<file path="config.mk">
export PLATFORM = sky130hd
export DESIGN_NAME = woof_fifo_drain
export DESIGN_NICKNAME = d
export VERILOG_FILES = /design/src/rtl/woof_fifo_drain.sv
export SDC_FILE = /design/constraint.sdc
export NUM_CORES = 1
export LEC_CHECK = 0
export BUFFER_PORTS_ARGS = -buffer_cell sky130_fd_sc_hd__buf_2
export CAP_MARGIN = 0
export CORE_MARGIN = 10
export CORE_UTILIZATION = 47
export CTS_CLUSTER_DIAMETER = 50
export DETAILED_ROUTE_END_ITERATION = 7
export PLACE_DENSITY_LB_ADDON = 0.25
export SYNTH_ARGS = -nofsm -noshare
export SYNTH_HDL_FRONTEND = slang
export SYNTH_SLANG_ARGS = --single-unit
export TNS_END_PERCENT = 50
</file>
<file path="constraint.sdc">
create_clock -name clock -period 1.26 [get_ports clock]
set_input_delay 0.126 -clock clock [delete_from_list [all_inputs] [get_ports clock]]
set_output_delay 0.126 -clock clock [all_outputs]
set_load 0.01 [all_outputs]
</file>
<file path="src/rtl/woof_fifo_drain.sv">
// woof_fifo_drain
//   Read-side consumer for a first-word-fallthrough FIFO. Each popped WIDTH-bit word is
//   serialized into WIDTH/8 bytes on a valid/ready byte stream, one byte per clock, with
//   no bubble between consecutive words.
//
// Parameters
//   WIDTH      FIFO word width, a multiple of 8 and >= 8 (NB = WIDTH/8 bytes per word)
//   MSB_FIRST  0: byte[7:0] leaves first; 1: byte[WIDTH-1:WIDTH-8] leaves first
//   CNT_WIDTH  width of the accepted-byte counter
//
// Ports
//   clock, reset_n   rising-edge clock, synchronous active-low reset
//   enable           permits starting a new word; only looked at on word boundaries
//   fifo_rd_en       pop strobe (combinational), one cycle per word
//   fifo_rd_data     FIFO head word, valid whenever !fifo_rd_empty
//   fifo_rd_empty    FIFO empty flag
//   out_valid        byte present on out_data
//   out_data         byte being presented
//   out_last         final byte of the current word (qualified by out_valid)
//   out_ready        sink accepts the byte when out_valid && out_ready
//   busy             a word is held
//   bytes_sent       accepted-byte count, wraps modulo 2^CNT_WIDTH
module woof_fifo_drain #(
   parameter int unsigned WIDTH     = 32,
   parameter bit          MSB_FIRST = 1'b0,
   parameter int unsigned CNT_WIDTH = 16
) (
   input  logic                 clock,
   input  logic                 reset_n,
   input  logic                 enable,
   output logic                 fifo_rd_en,
   input  logic [WIDTH-1:0]     fifo_rd_data,
   input  logic                 fifo_rd_empty,
   output logic                 out_valid,
   output logic [7:0]           out_data,
   output logic                 out_last,
   input  logic                 out_ready,
   output logic                 busy,
   output logic [CNT_WIDTH-1:0] bytes_sent
);

   localparam int unsigned NB   = WIDTH / 8;
   localparam int unsigned IdxW = (NB > 1) ? $clog2(NB) : 1;
   localparam logic [IdxW-1:0] LastIdx = IdxW'(NB - 1);

   if ((WIDTH % 8) != 0 || WIDTH < 8) begin : g_bad_width
      $error("woof_fifo_drain: WIDTH must be a multiple of 8 and >= 8");
   end

   typedef enum logic [0:0] {StIdle, StSend} state_e;

   state_e               state_q, state_d;
   logic [IdxW-1:0]      idx_q, idx_d;
   logic [WIDTH-1:0]     shift_q, shift_d;
   logic [WIDTH-1:0]     shift_next;
   logic [CNT_WIDTH-1:0] cnt_q, cnt_d;
   logic                 at_last;
   logic                 accept;
   logic                 load;

   // The outgoing byte always sits at the head end of the shift register, so the register
   // moves one byte towards that end on every accepted byte.
   assign shift_next = MSB_FIRST ? (shift_q << 8) : (shift_q >> 8);

   always_comb begin
      state_d    = state_q;
      idx_d      = idx_q;
      shift_d    = shift_q;
      cnt_d      = cnt_q;
      at_last    = (idx_q == LastIdx);
      accept     = (state_q == StSend) && out_ready;
      // reset_n gates the pop so nothing leaves the FIFO during a reset cycle.
      load       = reset_n && enable && !fifo_rd_empty &&
                   ((state_q == StIdle) || (accept && at_last));
      fifo_rd_en = load;
      out_valid  = (state_q == StSend);
      busy       = (state_q == StSend);
      out_last   = (state_q == StSend) && at_last;
      out_data   = MSB_FIRST ? shift_q[WIDTH-1 -: 8] : shift_q[7:0];
      bytes_sent = cnt_q;

      if (accept) begin
         cnt_d   = cnt_q + CNT_WIDTH'(1);
         shift_d = shift_next;
         if (at_last) begin
            state_d = StIdle;
            idx_d   = '0;
         end else begin
            idx_d = idx_q + IdxW'(1);
         end
      end

      // A load on the final accepted byte overrides the return to idle: no bubble.
      if (load) begin
         shift_d = fifo_rd_data;
         idx_d   = '0;
         state_d = StSend;
      end
   end

   always_ff @(posedge clock) begin
      if (!reset_n) begin
         state_q <= StIdle;
         idx_q   <= '0;
         shift_q <= '0;
         cnt_q   <= '0;
      end else begin
         state_q <= state_d;
         idx_q   <= idx_d;
         shift_q <= shift_d;
         cnt_q   <= cnt_d;
      end
   end

endmodule
</file>
==> metrics.log <==
INFO  metric cts_inserted_buffers = 5
INFO  metric synth-seq-area-share = 0.4159
INFO  metric synth_top_cell_by_area = dfxtp_1
INFO  metric mappedNetlistArea = between 0.002 and 0.0025 sq mm
INFO  metric cts_buffer_depth = 2
INFO  metric grt_setup_unrepaired = true
INFO  metric synth_fa_ha_area_frac = 0.01019
INFO  metric final-hold-violation-count = 0
INFO  metric reg2reg_depth = 7
INFO  metric r2r-end = shift_q[8]
INFO  metric antenna_found_initial = 0
INFO  metric floorplan.initialDensity = 0.4837
INFO  metric switching_fraction = 0.2533
INFO  metric timing.final.crit_period = between 1 and 1.5 ns
INFO  metric post_syn_instances = between 200 and 300
INFO  metric seq_power_share = 0.561
INFO  metric fillers = around 460
INFO  metric grt_start_max_net_pins = 32
INFO  metric drtAntennaViolNets = 0
INFO  metric final.setup_skew = between 0.01 and 0.015 ns
INFO  metric postLayoutSetupSlackWorst = -0.1508 ns
INFO  metric max_cap_violations = 0
INFO  metric transition_time_of_the_tightest_slew_check_pin = 0.3435 ns
INFO  metric design.die.area = between 0.008 and 0.009 sq mm
INFO  metric timing.rr.start = idx_q[0]
INFO  metric p_leak = approximately 1.7 nW
INFO  metric p_sw = about 0.77 mW
INFO  metric clkSinkCount = 51
INFO  metric min-delay-start = fifo_rd_data[10]
INFO  metric critPathMaxFanout = 3
INFO  metric final_cell_mix = 62 x buf_2, 50 x nand3_1, 44 x nand2_1
INFO  metric muxShareOfSynthArea = 0.01223
INFO  metric timing_worst_setup_path_type = reg2out
INFO  metric multi_input_comb_area = about 0.0013 sq mm
INFO  metric layout.area.seq = roughly 0.0010 sq mm
INFO  metric yosys_reg_bits = 51
INFO  metric worst_ir_drop_vdd = between 0.5 and 0.6 mV
INFO  metric ys_top_cells_by_area = dfxtp_1 42%, nand3_1 12%, o211a_1 9.8%
INFO  metric mapped_avg_cell_area = a little under 9 sq um
INFO  metric synth_warnings = 0
INFO  metric port-buffer-count = 64
INFO  metric clock_network_power_share = 0.304
INFO  metric cts-root-buf = clkbuf_8
INFO  metric hold_buffers = 0
INFO  metric synth_fp_nets = 319
INFO  metric tritonroute_pass_1_iters = 5
INFO  metric synth-compound-area-share = 0.1371
INFO  metric synth_top_area_share = 0.4159
INFO  metric timing.critical_path.arrival = around 1.3 ns
INFO  metric chipHeight = around 92 microns
INFO  metric initialDrtViolationCount = between 100 and 150
INFO  metric setup.worst_path.start_class = register
INFO  metric synth_top_family_by_area = simple AND/OR/NAND/NOR gates
INFO  metric first_global_vias = between 2000 and 2500
INFO  metric synth_xor_area_frac = 0.04281
INFO  metric drt-vias-per-instance = just over 5
INFO  metric whs_path_depth = 2
INFO  metric total_power = between 3 and 4 mW
INFO  metric pint = about 2.3 mW
INFO  metric timing.max_slew.rel_slack = 0.7704
INFO  metric post_route_cells_drive_above_1_share = 0.3917
INFO  metric globalRouteTotalUtil = 0.1449
INFO  metric fmax = 0.7088 GHz
INFO  metric hold_end = shift_q[10]
INFO  metric ctsHtreeMaxLevel = 2
INFO  metric diodes = 0
INFO  metric worst-endpoint-required = between 1 and 1.5 ns
INFO  metric synth_cell_types = 32
INFO  metric syn_to_final_growth = 33.64%
INFO  metric route.vias.total = about 2200
INFO  metric dp.cells = ~420
INFO  metric worstSkewPairLatency = around 0.31 ns
INFO  metric place_hpwl = between 4000 and 5000 microns
INFO  metric tritoncts = built
INFO  metric finish.net_count = approximately 400
INFO  metric min_path_type = in2reg
INFO  metric grt-ovfl-total = 0
INFO  metric period_share = 1.120
INFO  metric routed_wirelength = around 6100 microns
INFO  metric fp.coreArea = about 0.0051 sq mm
INFO  metric gp_routability_congestion = between 0.8 and 0.9
INFO  metric pwr_density_cell = approximately 900 mW/mm^2
INFO  metric p_comb_frac = 0.135
INFO  metric failed_checks = setup timing
INFO  metric clock_transition_at_path_regs = roughly 0.090 ns
INFO  metric crit_path_end_kind = output port
INFO  metric site_rows = 26
INFO  metric final-max-slew-violation-count = 0
INFO  metric layout_commonest_cell = buf_2
INFO  metric route.detailed.wl_per_inst = 14.22 microns
INFO  metric report.final.setup_viol = between 40 and 50
INFO  metric io_pins = 65
INFO  metric die_w = 92.27 microns
INFO  metric synth_simple_gate_area_frac = 0.2992
INFO  metric rrSetupSlack = -0.14 ns
INFO  metric stdcell_count = 430
INFO  metric grt_first_pass_wirelength = 10370 microns
INFO  metric status = finished, violations left
INFO  metric drc = 0
## per-stage QoR
stage	area [sq um]	setup WS [ns]	util	hold WS [ns]	setup TNS, ns
finish	3281	-0.1508	0.6465	0.04778	-4.223
global route	3281	-0.2295	0.6465	0.04838	-8.337
CTS	3271	-0.1690	0.6445	0.04811	-4.637
detailed placement	3033	-0.1231	0.5976	0.3716	-2.414
global placement	3033	-0.09992	0.5976	0.3677	-1.707
floorplan	2554	-0.1246	-	0.2709	-0.8986
## worst max path at each step
stage,start,endpoint,slack [ns],cells after the start
2_1_floorplan,bytes_sent[1],bytes_sent[8],-0.12,5
3_3_place_gp,bytes_sent[1],bytes_sent[8],-0.1,5
3_5_place_dp,bytes_sent[1],bytes_sent[8],-0.12,5
4_1_cts,idx_q[0],fifo_rd_en,-0.17,5
5_1_grt,idx_q[0],fifo_rd_en,-0.23,5
6_report,idx_q[0],fifo_rd_en,-0.15,5
## state kept, by name, indices dropped and copies added, names as in the netlist
| register | flops |
|---|---|
| idx_q | 2 |
| bytes_sent | 16 |
| shift_q | 32 |
| busy | 1 |
## what timing repair did
action | 4_1_cts | 5_1_grt
pin swaps | 6 | 1
cloned | 3 | 0
gates resized for setup | 20 | 5
setup endpoints to repair | 46 | 49
hold endpoints to repair | 0 | 0
setup buffers | 4 | 0
## power by group through the flow
stage / Sequential (mW) / Combinational (mW) / Clock (mW)
floorplan: 1.73 / 0.254 / 0
global placement: 1.73 / 0.371 / 0
detailed placement: 1.73 / 0.375 / 0
CTS: 1.69 / 0.410 / 0.945
global route: 1.70 / 0.455 / 1.01
finish: 1.69 / 0.408 / 0.920
## critical path, stage by stage (launching register included)
cell and delay [ns]:
dfxtp_2 0.34, ha_4 0.16, a21boi_2 0.13, nand3b_4 0.18, clkinv_4 0.06, buf_6 0.11
## kinds of logic (layout without fill, tap and decap cells)
group	Yosys count	after routing
buffers and inverters	34	114
AND/OR/NAND/NOR	141	141
flip-flops	51	51
multiplexers	3	3
AO/OA/AOI/OAI	37	37
adder cells (fa/ha/maj)	2	2
XOR/XNOR	12	12
## layout make-up
class / count / share of cell area
tap: 70 / 0.02670
multi-input combinational: 195 / 0.4081
inverter: 4 / 0.006102
clock inverter: 1 / 0.001526
timing repair buffer: 102 / 0.2166
sequential: 51 / 0.3177
clock buffer: 7 / 0.02326
## synth_stat cells (all sizes together)
master   n
nand3   61
nor3     4
dfxtp   51
a21oi    2
nand2   45
a21boi  10
o211a   24
or3      1
xor2     3
and4     1
ha       2
clkinv   1
nand2b   3
nor4     4
nor2     2
nor2b    3
nand3b   1
and2    11
xnor2    9
inv      3
o21a     1
mux2i    3
nand4    5
clkbuf   6
buf     24
## per-layer routing
layer,global-route usage,vias up,wire [microns]
met4,0.06041,0,89
met3,0.04482,7,395
met5,0,-,0
met2,0.2341,53,2927
li1,-,1130,-
met1,0.1742,1018,2701
(Power assumes the default switching activity.)
